File: src/rtl/riscv_pkg.sv
// ----------------------------------------------------------------------------
// riscv_pkg
// Shared RV64I decode definitions: base opcode values, instruction format
// classes and the decoded-instruction bundle handed to execute.
// No ports (package).
// ----------------------------------------------------------------------------
package riscv_pkg;

    localparam logic [6:0] OP        = 7'b0110011;
    localparam logic [6:0] OP_32     = 7'b0111011;
    localparam logic [6:0] OP_IMM    = 7'b0010011;
    localparam logic [6:0] OP_IMM_32 = 7'b0011011;
    localparam logic [6:0] LOAD      = 7'b0000011;
    localparam logic [6:0] STORE     = 7'b0100011;
    localparam logic [6:0] BRANCH    = 7'b1100011;
    localparam logic [6:0] JAL       = 7'b1101111;
    localparam logic [6:0] JALR      = 7'b1100111;
    localparam logic [6:0] LUI       = 7'b0110111;
    localparam logic [6:0] AUIPC     = 7'b0010111;
    localparam logic [6:0] SYSTEM    = 7'b1110011;
    localparam logic [6:0] MISC_MEM  = 7'b0001111;

    typedef enum logic [2:0] {
        FMT_R   = 3'd0,
        FMT_I   = 3'd1,
        FMT_S   = 3'd2,
        FMT_B   = 3'd3,
        FMT_U   = 3'd4,
        FMT_J   = 3'd5,
        FMT_ILL = 3'd6
    } fmt_e;

    // PC is carried beside this bundle because its width is a parameter of
    // the decoder rather than a fixed architectural constant.
    typedef struct packed {
        logic [6:0]  opcode;
        logic [4:0]  rd;
        logic [4:0]  rs1;
        logic [4:0]  rs2;
        logic [2:0]  funct3;
        logic [6:0]  funct7;
        fmt_e        fmt;
        logic [63:0] imm;
        logic        illegal;
    } decoded_t;

endpackage

File: src/rtl/inst_queue.sv
// ----------------------------------------------------------------------------
// inst_queue
// Synchronous FIFO of fetched {pc, inst} words sitting between fetch and the
// decoder output slot.
// Ports:
//   clk, reset       clock, synchronous active-high reset
//   flush            empties the queue (same effect as reset)
//   push, wdata      write wdata at the tail (ignored when full)
//   pop              drop the head entry (ignored when empty)
//   rdata            head entry (valid when !empty)
//   count            number of stored entries, 0..DEPTH
//   full, empty      status from the registered count
// ----------------------------------------------------------------------------
module inst_queue #(
    parameter int DEPTH = 4,
    parameter int WIDTH = 96
) (
    input  logic                     clk,
    input  logic                     reset,
    input  logic                     flush,
    input  logic                     push,
    input  logic [WIDTH-1:0]         wdata,
    input  logic                     pop,
    output logic [WIDTH-1:0]         rdata,
    output logic [$clog2(DEPTH):0]   count,
    output logic                     full,
    output logic                     empty
);

    localparam int PW = $clog2(DEPTH);
    localparam int CW = PW + 1;

    logic [WIDTH-1:0] mem [DEPTH];
    logic [PW-1:0]    wr_ptr;
    logic [PW-1:0]    rd_ptr;
    logic             do_push;
    logic             do_pop;

    assign full    = (count == CW'(DEPTH));
    assign empty   = (count == '0);
    assign do_push = push && !full;
    assign do_pop  = pop && !empty;
    assign rdata   = mem[rd_ptr];

    always_ff @(posedge clk) begin
        if (reset || flush) begin
            wr_ptr <= '0;
            rd_ptr <= '0;
            count  <= '0;
        end else begin
            if (do_push) wr_ptr <= wr_ptr + 1'b1;
            if (do_pop)  rd_ptr <= rd_ptr + 1'b1;
            case ({do_push, do_pop})
                2'b10:   count <= count + 1'b1;
                2'b01:   count <= count - 1'b1;
                default: count <= count;
            endcase
        end
    end

    // Storage needs no reset: an entry is only read after it has been written.
    always_ff @(posedge clk) begin
        if (!reset && !flush && do_push) mem[wr_ptr] <= wdata;
    end

endmodule

File: src/rtl/inst_decoder.sv
// ----------------------------------------------------------------------------
// inst_decoder
// RV64I decode stage: queues fetched words, cracks the head into register
// fields, format class and sign-extended immediate, and presents the result
// in a registered valid/ready output slot.
// Ports:
//   clk, reset            clock, synchronous active-high reset
//   flush                 discard queue and output slot (redirect)
//   in_valid/in_ready     fetch handshake; in_ready = queue count < DEPTH
//   in_addr, in_inst      PC and raw instruction word
//   out_valid/out_ready   execute handshake on the output slot
//   out_pc .. out_illegal decoded instruction fields
// ----------------------------------------------------------------------------
module inst_decoder
    import riscv_pkg::*;
#(
    parameter int DEPTH      = 4,
    parameter int ADDR_WIDTH = 64
) (
    input  logic                  clk,
    input  logic                  reset,
    input  logic                  flush,
    input  logic                  in_valid,
    input  logic [ADDR_WIDTH-1:0] in_addr,
    input  logic [31:0]           in_inst,
    output logic                  in_ready,
    output logic                  out_valid,
    input  logic                  out_ready,
    output logic [ADDR_WIDTH-1:0] out_pc,
    output logic [6:0]            out_opcode,
    output logic [4:0]            out_rd,
    output logic [4:0]            out_rs1,
    output logic [4:0]            out_rs2,
    output logic [2:0]            out_funct3,
    output logic [6:0]            out_funct7,
    output logic [2:0]            out_fmt,
    output logic [63:0]           out_imm,
    output logic                  out_illegal
);

    localparam int CW = $clog2(DEPTH) + 1;
    localparam int QW = ADDR_WIDTH + 32;

    function automatic decoded_t decode(input logic [31:0] inst);
        decoded_t d;
        d.opcode  = inst[6:0];
        d.rd      = inst[11:7];
        d.rs1     = inst[19:15];
        d.rs2     = inst[24:20];
        d.funct3  = inst[14:12];
        d.funct7  = inst[31:25];
        d.fmt     = FMT_ILL;
        d.imm     = '0;
        d.illegal = 1'b0;
        case (inst[6:0])
            OP, OP_32: d.fmt = FMT_R;
            OP_IMM, OP_IMM_32, LOAD, JALR, SYSTEM, MISC_MEM: begin
                d.fmt = FMT_I;
                d.imm = {{52{inst[31]}}, inst[31:20]};
            end
            STORE: begin
                d.fmt = FMT_S;
                d.imm = {{52{inst[31]}}, inst[31:25], inst[11:7]};
            end
            BRANCH: begin
                d.fmt = FMT_B;
                d.imm = {{51{inst[31]}}, inst[31], inst[7], inst[30:25],
                         inst[11:8], 1'b0};
            end
            LUI, AUIPC: begin
                d.fmt = FMT_U;
                d.imm = {{32{inst[31]}}, inst[31:12], 12'b0};
            end
            JAL: begin
                d.fmt = FMT_J;
                d.imm = {{43{inst[31]}}, inst[31], inst[19:12], inst[20],
                         inst[30:21], 1'b0};
            end
            default: begin
                d.fmt     = FMT_ILL;
                d.illegal = 1'b1;
            end
        endcase
        // An all-zero word is the canonical illegal instruction.
        if (inst == 32'd0) begin
            d.fmt     = FMT_ILL;
            d.imm     = '0;
            d.illegal = 1'b1;
        end
        return d;
    endfunction

    logic [QW-1:0]         head_word;
    logic [ADDR_WIDTH-1:0] head_pc;
    logic [31:0]           head_inst;
    logic [CW-1:0]         q_count;
    logic                  q_full;
    logic                  q_empty;
    logic                  push;
    logic                  load;
    decoded_t              dec_q;

    assign in_ready  = (q_count < CW'(DEPTH));
    assign push      = in_valid && !q_full;
    assign load      = !q_empty && (!out_valid || out_ready);
    assign head_pc   = head_word[QW-1:32];
    assign head_inst = head_word[31:0];

    inst_queue #(
        .DEPTH (DEPTH),
        .WIDTH (QW)
    ) u_queue (
        .clk   (clk),
        .reset (reset),
        .flush (flush),
        .push  (push),
        .wdata ({in_addr, in_inst}),
        .pop   (load),
        .rdata (head_word),
        .count (q_count),
        .full  (q_full),
        .empty (q_empty)
    );

    always_ff @(posedge clk) begin
        if (reset || flush) begin
            out_valid <= 1'b0;
            out_pc    <= '0;
            dec_q     <= '0;
            dec_q.fmt <= FMT_ILL;
        end else if (load) begin
            out_valid <= 1'b1;
            out_pc    <= head_pc;
            dec_q     <= decode(head_inst);
        end else if (out_valid && out_ready) begin
            // Slot drains with nothing behind it; data fields hold.
            out_valid <= 1'b0;
        end
    end

    assign out_opcode  = dec_q.opcode;
    assign out_rd      = dec_q.rd;
    assign out_rs1     = dec_q.rs1;
    assign out_rs2     = dec_q.rs2;
    assign out_funct3  = dec_q.funct3;
    assign out_funct7  = dec_q.funct7;
    assign out_fmt     = dec_q.fmt;
    assign out_imm     = dec_q.imm;
    assign out_illegal = dec_q.illegal;

endmodule

File: config.mk
export PLATFORM = sky130hd
export DESIGN_NAME = inst_decoder
export DESIGN_NICKNAME = d
export VERILOG_FILES = /design/src/rtl/riscv_pkg.sv /design/src/rtl/inst_queue.sv /design/src/rtl/inst_decoder.sv
export SDC_FILE = /design/constraint.sdc
export NUM_CORES = 1
export LEC_CHECK = 0
export ABC_AREA = 0
export CORE_MARGIN = 2
export CORE_UTILIZATION = 30
export CTS_CLUSTER_DIAMETER = 60
export DETAILED_ROUTE_END_ITERATION = 7
export GPL_TIMING_DRIVEN = 0
export HOLD_SLACK_MARGIN = 0.05
export SETUP_SLACK_MARGIN = 0.1
export SLEW_MARGIN = 20
export SYNTH_ARGS = -nofsm -noshare
export SYNTH_HDL_FRONTEND = slang
export SYNTH_SLANG_ARGS = --single-unit
File: constraint.sdc
create_clock -name clk -period 6 [get_ports clk]
set_input_delay 1.8 -clock clk [delete_from_list [all_inputs] [get_ports clk]]
set_output_delay 1.8 -clock clk [all_outputs]
set_load 0.05 [all_outputs]
======== After elaboration in Yosys (flattened, before gate mapping) ========
Memories as Yosys holds them, arrays and structs flattened. A register that Yosys moved wholly into a read port is not among the register bits.
Cells that the tools add are included.
cells by class
  eq/ne operators ......................... 16
  magnitude comparators ................... 1
  add/subtract/negate cells ............... 4
  muxes and demuxes ....................... 11
  reductions and logical operators ........ 22
operator list
  cell                                               number
  one-hot mux 64 bit (5 select lines)                1
  two-way mux 68 bit                                 1
  zero test 32 bit                                   1
  == test 7 x 6 -> 1 bit (second input constant)     4
  == test 7 bit (second input constant)              4
  == test 7 x 5 -> 1 bit (second input constant)     3
  one-hot mux 3 bit (6 select lines)                 1
  OR reduction 13 bit                                1
  == test 7 x 2 -> 1 bit (second input constant)     1
  == test 7 x 4 -> 1 bit (second input constant)     1
  logical AND 1 bit                                  7
  one-hot mux 3 bit (2 select lines)                 1
  OR reduction 6 bit                                 1
  zero test 1 bit                                    5
  two-way mux 1 bit                                  5
  adder 2 x 1 -> 2 bit (second input constant)       2
  two-way mux 2 bit                                  2
  nonzero test 2 bit                                 2
  OR reduction 2 bit                                 2
  adder 3 x 1 -> 3 bit (second input constant)       1
  == test 3 bit (second input constant)              1
  zero test 3 bit                                    1
  < comparator 3 bit (second input constant)         1
  subtractor 3 x 1 -> 3 bit (second input constant)  1
  other kinds (3)                                    4
word-level totals
  memories ................................ 1
  output and inout bits ................... 166
  RAM bits ................................ 384
  logic and storage cells ................. 69
  input bits .............................. 101
  bits in registers ....................... 172
memory list
  name         depth  bits a word  rd ports  clocked after Yosys merged registers in  wr ports  RTL line          source
  u_queue.mem  4      96           1         1                                        1         inst_queue.sv:33  logic [WIDTH-1:0] mem [DEPTH];

======== Longest topological paths before layout ========
Gate-level depths: netlist of run 1.
  depth in word-level cells ............... 7
  mapped depth ............................ 10

======== Modules after synthesis ========
From an unflattened synthesis of run 1, not the netlist that was laid out.
second synthesis, totals
  cell total of the unflattened synthesis .. 1,224
  area, all modules ....................... 19,688.9 um^2
by module, submodules not included
  module        area an instance (um^2)  seq. area each (um^2)  instances  cells an instance
  inst_queue    14,337.5                 11,711.2               1          557
  inst_decoder  5,351.4                  2,662.6                1          667

======== Worst setup path after synthesis of run 1 ========
OpenSTA, ideal clock, no wires.
  path kind ............................... input -> register
  start point ............................. in in_valid
  end point ............................... mem u_queue.mem[0][0], enable pin
  data arrival time ....................... 4.521 ns
  data required time ...................... 5.534 ns
  setup slack ............................. 1.012 ns
  setup time .............................. 0.466 ns
  stages .................................. 2
  path through ............................ a21boi_1 > and3_1
between the ends
  longest elaborated chain between the ends .. 5
RTL lines
  what                                     RTL line             source
  from (decl)                              inst_decoder.sv:23   input logic in_valid,
  logical AND 1 bit                        inst_decoder.sv:104  assign push = in_valid && !q_full;
  logical AND 1 bit                        inst_queue.sv:41     assign do_push = push && !full;
  logical AND 1 bit                        inst_queue.sv:63     if (!reset && !flush && do_push) mem[wr_ptr] <= wdata;
  two-way mux 1 bit                        inst_queue.sv:63
  two-way mux 1 bit (not written as such)  inst_queue.sv:63
  to (decl)                                inst_queue.sv:33
No other way between the ends.

======== Worst setup path in the final report of run 1 ========
  start point ............................. in out_ready
  end point ............................... reg u_queue.count[2]
between the ends
  longest elaborated chain between the ends .. 5
RTL lines
  what                                                                             RTL line             source
  from (decl)                                                                      inst_decoder.sv:28   input logic out_ready,
  logical OR 1 bit *                                                               inst_decoder.sv:105  assign load = !q_empty && (!out_valid || out_ready);
  logical AND 1 bit *                                                              inst_decoder.sv:105
  net load                                                                         inst_decoder.sv:100  logic load;
  logical AND 1 bit *                                                              inst_queue.sv:42     assign do_pop = pop && !empty;
  == test 2 x 1 -> 1 bit / == test 2 bit (equally long branches)                   inst_queue.sv:53     case ({do_push, do_pop})
  one-hot mux 3 bit (2 select lines) / nonzero test 2 bit (equally long branches)  -
  to (signal assigned)                                                             inst_queue.sv:54     2'b10: count <= count + 1'b1;
  to (signal assigned)                                                             inst_queue.sv:55     2'b01: count <= count - 1'b1;
  to (signal assigned)                                                             inst_queue.sv:56     default: count <= count;
  to (decl)                                                                        inst_queue.sv:25     output logic [$clog2(DEPTH):0] count,
Mark *: on every way through the listed nets, which the timed path passes. The rest lies on a longest branch.
A chain may end at the register's enable or synchronous reset.

==> metrics.yaml, run 1 <==
layout_setup_ws_ns: 1.564
die_height_um: 260.3
synthMuxAreaShare: 0.1107
maxCapViolCount: 0
yosysMostFrequentCell: "edfxtp_1"
grt_overflow: 0
swShare: 0.2371
hold_viol: 0
synth_compound_area_frac: 0.06088
fin_setup_tns_ns: 0
fillers: 6002
first_pass_iters: 5
power_uw: 8239
clock-sinks: 526
skew_ns: 0.02303
endpoint_kind: "register"
grt_busiest_layer: "met2"
synth.top_cell.area_share: 0.5850
worst_slew_pin_slew_ns: 1.001
yosysWarningCount: 0
hp-class: "reg -> reg"
post_drt_wl_per_cell_um: 21.25
cp.required_ns: 6.53
multi_input_comb_area_um2: 4731
final_cells: 2465
clk-insertion-delay-late_ns: 0.60
drc: 0
rows: 93
cts_buffer_depth: 3
seqCellArea_um2: 14380
postSynthAreaPerCell_um2: 16.02
outcome: "completed"
grt_max_degree: 37
post-place-cells: 2359
rr_worst_depth: 7
peakVddDrop_uv: 188.1
max-slew-margin-rel: 0.3328
io_buffers: 266
grtUsageMet1: 0.1880
num_io_pins: 267
p_per_area_nw_per_um2: 322.7
pre_cts_ws_ns: 0.9231
rsz0062_at_grt: "no"
holdPathStages: 2
path_clk_slew_ns: 0.06
synthCells: 1230
area_delta_synth_final_pct: 29.55
antenna_found_initial: 6
num-nets-final: 1669
drt_iter0_drc: 936
ctsHoldBuffers: 0
synth_top_family_by_area: "multiplexers"
htreeDepth: 2
ys.flop_type: "edfxtp_1"
synthXorXnorAreaFrac: 0.002222
fp.coreArea_um2: 64700
dp.final_hpwl_um: 36030
final_antenna_net_count: 0
arrival_ns: 4.96
syn_area_um2: 19710
gr-usage-met2: 0.2606
netSwitchingPower_uw: 1954
comb_power_share: 0.094
diodes: 0
crit_path_start_kind: "input pin"
clock-root-buffer: "clkbuf_16"
grt_first_pass_wirelength_um: 76250
ys_seq_area_frac: 0.7293
finalCriticalPeriod_ns: 4.436
gp_congestion: 0.8245
yosys.area_share.simple: 0.06100
finalHoldWorstSlack_ns: 0.4532
numCtsBuffers: 56
crit_path_max_fanout: 10
yosys.area.top_type: "edfxtp_1"
synth_area_leaders: "edfxtp_1 59%, dfxtp_1 14%, mux4_2 11%"
async_flop_share: 0
synth-seq-cells: 526
sequentialPowerShare: 0.484
fin_crit_sh: 0.7393
setup_viol: 0
die_w_um: 260.3
start_util: 0.3047
ys_top_cells_by_count: "384 x edfxtp_1, 228 x nand2_1, 142 x dfxtp_1"
grt_use_met3: 0.04254
syn-num-nets: 1337
cts.repair.resized: 0
crit_type: "in -> reg"
grt_use_total: 0.1527
vias_per_cell: 4.781
postCtsSetupRepairBufs: 0
synth-adder-area-share: 0.004190
p_int_uw: 6285
slew_viol_final: 0
die_area_um2: 67770
fmax_mhz: 225.4
route.vias.total: 11785
power_leakage_uw: 0.008057
synth_cell_types: 58
routed_wl_um: 52370
synth_edf_count: 384
clockPowerShare: 0.422
drive_gt1_frac: 0.1571
cts_tree: "yes"
grt_pass1_vias: 11986
[path summary, 6_finish.rpt]
check	start	to	slack, ns
setup / recovery	out_ready	u_queue.count[2]$_SDFFE_PP0P_	1.56
hold / removal	out_pc[5]$_SDFFE_PP0P_	out_pc[5]$_SDFFE_PP0P_	0.45
setup reg to reg	u_queue.count[2]$_SDFFE_PP0P_	out_imm[28]$_SDFFE_PP0P_	2.84
hold reg to reg	out_pc[5]$_SDFFE_PP0P_	out_pc[5]$_SDFFE_PP0P_	0.45
[sequential cells by signal, summed over array words and instances, names as in the netlist, named ones only]
name / count
out_funct3: 3
u_queue.rd_ptr: 2
out_fmt: 3
out_rs2: 5
u_queue.count: 3
out_rs1: 5
out_valid: 1
out_opcode: 7
u_queue.mem: 384
u_queue.wr_ptr: 2
out_pc: 64
out_funct7: 7
out_illegal: 1
out_rd: 5
out_imm: 32
[stage by stage]
step                  util  area, um^2
finish              0.3947       25530
global route        0.3947       25530
CTS                 0.3947       25530
detailed placement  0.3656       23650
global placement    0.3623       23440
floorplan                -       19710
[worst max-delay path, stage by stage]
cell and delay (ns):
clkdlybuf4s50_1 0.44, nand2b_1 0.18, nand2_1 0.35, clkinv_1 0.30, clkbuf_1 0.55, ha_1 0.30
inv_1 0.06, fa_1 0.38, xor2_1 0.16, or3_1 0.30, a21oi_1 0.13
[cells by family after synthesis]
logic type                 Yosys count
and+or+nand+nor                    285
DFF                                526
xor gates and xnor gates             5
AOI/OAI and AO/OA                  193
buffers and inverters              117
adders and majority gates            6
muxes                               98
[power by group through the flow]
stage	combinational, uW	sequential, uW	clock [uW]
after global placement	775	4070	0
after floorplan	334	4170	0
after detailed placement	791	4070	0
after global routing	841	3990	3700
after CTS	794	3990	3560
final	777	3990	3470
[layout by cell type (no fill, tap or decap), types with 3 or more instances in the layout]
cell / n
and4b_1: 3
clkbuf_1: 70
clkinv_1: 8
clkbuf_16: 58
inv_1: 8
buf_4: 33
buf_16: 4
mux4_2: 96
xor2_1: 3
clkdlybuf4s50_1: 266
o211a_1: 5
edfxtp_1: 384
clkbuf_8: 5
buf_6: 6
and3_1: 13
a21oi_1: 109
clkinvlp_4: 3
and3_4: 4
buf_12: 4
nand2_1: 228
buf_2: 13
a22oi_1: 39
o21ai_0: 11
clkinv_2: 6
nor2_1: 14
nand2b_1: 3
o211ai_1: 7
bufinv_16: 5
nor3_1: 3
a211oi_1: 4
clkinv_8: 3
dfxtp_1: 141
ha_1: 5
[area by class of cell]
cell class | count | share of cell area
repair buffers | 274 | 0.1117
clock inverters | 26 | 0.01156
clock buffers | 80 | 0.06203
multi-input cells | 587 | 0.1853
plain buffers | 108 | 0.02323
flip-flops and latches | 526 | 0.5630
well taps | 855 | 0.04190
inverters | 9 | 0.001323
[routing by layer]
metal | share of wire | up-vias
li1 | - | 5318
met1 | 0.41 | 5944
met2 | 0.49 | 418
met3 | 0.075 | 97
met4 | 0.028 | 8
met5 | 0.00095 | -
Note: power is estimated with default switching activity, not from simulation.
==> inputs of run 2 (changes only) <==
==> constraint.sdc (replaced) <==
create_clock -name clk -period 4.5 [get_ports clk]
set_input_delay 1.35 -clock clk [delete_from_list [all_inputs] [get_ports clk]]
set_output_delay 1.35 -clock clk [all_outputs]
set_load 0.05 [all_outputs]
==> run 2 against run 1 <==
Compared with the run above:
- global-route usage barely moved
- highest routed layer unchanged
- setup slack got worse by 1.1 ns
- largest cell class unchanged
- critical path type unchanged
- routed wire length rose by 0.45%
==> metrics.yaml, run 2 (synthesized netlist as in run 1, its figures left out) <==
outcome: "completed"
fin_crit_sh: 0.8930
cts_buffer_depth: 3  # unchanged
cp_cell_sequence: "clkdlybuf4s50_1 -> nand2b_1 -> nand2_1 -> clkinv_1 -> clkbuf_1 -> clkbuf_1 -> nand2_1 -> a21oi_1"
seqCellArea_um2: 14380  # unchanged
endpoint_kind: "register"
post_drt_wl_per_cell_um: 21.32  # +0.33%
cts.repair.resized: 0  # unchanged
largest_reg_flops: 384  # unchanged
die_height_um: 260.3  # unchanged
first_pass_iters: 6  # +1
die_area_um2: 67770  # unchanged
reg2reg_slack_ns: 1.24  # -1.60 ns
crit_path_max_fanout: 10  # unchanged
slew_viol_final: 0  # unchanged
htreeDepth: 2  # unchanged
drt_iter0_drc: 715  # -24%
crit_type: "in -> reg"
path_buf_inv: 4  # unchanged
fillers: 5963  # -0.65%
hold_viol: 0  # unchanged
ctsHoldBuffers: 0  # unchanged
grt_pass1_vias: 12062  # +0.63%
start_util: 0.3047  # unchanged
io_buffers: 266  # unchanged
p_per_area_nw_per_um2: 429.4  # +33%
antenna_found_initial: 5  # -1
crit_path_start: "out_ready"
vias_per_cell: 4.762  # -0.39%
arrival_ns: 4.55  # -0.41 ns
route.vias.total: 11753  # -0.27%
skew_ns: 0.02495  # +0.001912 ns
final_cell_mix: "384 x edfxtp_1, 266 x clkdlybuf4s50_1, 228 x nand2_1, 141 x dfxtp_1, 109 x a21oi_1"
dpl-instance-area_um2: 23680  # about the same
crit_path_start_kind: "input pin"
cpLargestDelayFamily: "buffers and inverters"
grt_max_degree: 38  # +2.7%
finalHoldWorstSlack_ns: 0.4522  # -0.001009 ns
worst_slew_pin_slew_ns: 1.064  # +0.06334 ns
area_delta_synth_final_pct: 29.58  # about the same
drc: 0  # unchanged
top_register: "u_queue.mem"
cp.required_ns: 5.04  # -1.49 ns
final_antenna_net_count: 0  # unchanged
slowest_stage: "clkbuf_1"
path_clk_slew_ns: 0.06  # about the same
num_io_pins: 267  # unchanged
mostFrequentLayoutCell: "edfxtp_1"
drive_gt1_frac: 0.1582  # +0.001046
final_cells: 2468  # +0.12%
fin_util: 0.3948  # about the same
finalCriticalPeriod_ns: 4.018
numCtsBuffers: 58  # +3.6%
grt_first_pass_wirelength_um: 76180  # about the same
post-place-cells: 2359  # unchanged
fp.coreArea_um2: 64700  # unchanged
final_cell_area_um2: 25540  # about the same
peakVddDrop_uv: 307.5  # +63%
fmax_mhz: 248.9
min_from: "out_pc[3]$_SDFFE_PP0P_"
max-slew-margin-rel: 0.2905  # -0.04223
power_leakage_uw: 0.008068  # +0.14%
r2r_start: "u_queue.count[2]$_SDFFE_PP0P_"
postCtsSetupRepairBufs: 0  # unchanged
die_w_um: 260.3  # unchanged
gp_congestion: 0.8410  # +2.0%
grt_overflow: 0  # unchanged
cts_tree: "yes"
hp-class: "reg -> reg"
clock-root-buffer: "clkbuf_16"
num-nets-final: 1671  # +0.12%
multi_input_comb_area_um2: 4731  # unchanged
setup_viol: 0  # unchanged
maxCapViolCount: 0  # unchanged
crit_path_max_incr_delay_ns: 0.82  # +0.27 ns
r2r_end: "out_imm[29]$_SDFFE_PP0P_"
holdPathStages: 2  # unchanged
dp.final_hpwl_um: 35480  # -1.5%
worstHoldEndpoint: "out_pc[3]$_SDFFE_PP0P_"
clk-insertion-delay-late_ns: 0.61  # about the same
rows: 93  # unchanged
grt_use_total: 0.1528  # about the same
rsz0062_at_grt: "no"
rr_worst_depth: 7  # unchanged
clock-sinks: 526  # unchanged
routed_wl_um: 52610  # +0.45%
run 2: changes by cell type in the layout (fill, tap and decap cells not counted), moves of 3 or more:
cell      change
inv_8         +3
clkbuf_1      +5
clkinv_4      +3
buf_12        -3
buf_16        +3
clkinv_1      -5
run 2: layout make-up:
type,instances,area share
clock buffers,87,0.06383
repair buffers,274,0.1126
inverters,9,0.001323
diodes,1,0.00009798
flip-flops and latches,526,0.5628
plain buffers,108,0.02322
clock inverters,21,0.009014
well taps,855,0.04189
multi-input cells,587,0.1852
run 2: how the worst max path moves through the flow:
stage / end / slack [ns] / depth (start not counted)
after floorplan: u_queue.mem[0][0]$_DFFE_PP_ / 1.05 / 2
after global placement: u_queue.mem[0][94]$_DFFE_PP_ / -0.70 / 3
after detailed placement: out_opcode[4]$_SDFFE_PP0P_ / -0.26 / 8
after CTS: out_opcode[4]$_SDFFE_PP0P_ / 0.39 / 8
after global routing: out_opcode[4]$_SDFFE_PP0P_ / 0.19 / 8
final: out_opcode[3]$_SDFFE_PP0P_ / 0.48 / 8
run 2: worst reg2reg max path: stages, from the launching register on:
cell and delay, ns:
dfxtp_1 0.34, or3_1 0.43, nand2_1 0.40, clkinv_1 0.38, nor2_1 0.66, clkbuf_1 0.58, a22oi_1 0.22, a22oi_1 0.18
run 2: routing by layer:
layer / track usage / routed length, um / vias to the layer above
met2: 0.2632 / 25940 / 372
met3: 0.03225 / 3165 / 88
met4: 0.04873 / 1317 / 8
li1: - / - / 5328
met1: 0.1920 / 22130 / 5957
met5: 0 / 49 / -
run 2: stage by stage:
| stage | setup slack [ns] | setup TNS [ns] | power, uW |
|---|---|---|---|
| 3_5_place_dp | -0.2617 | -3.651 | 6478 |
| 4_1_cts | 0.3946 | 0 | 11120 |
| 5_1_grt | 0.1887 | 0 | 11350 |
| 2_1_floorplan | 1.051 | 0 | 6000 |
| 6_report | 0.4816 | 0 | 10970 |
| 3_3_place_gp | -0.7042 | -264.67 | 6457 |
run 2: report_power, final:
part | internal, uW | switching (uW) | total, uW
Clock | 2690 | 1920 | 4610
Combinational | 356 | 682 | 1040
Sequential | 5280 | 37.5 | 5320
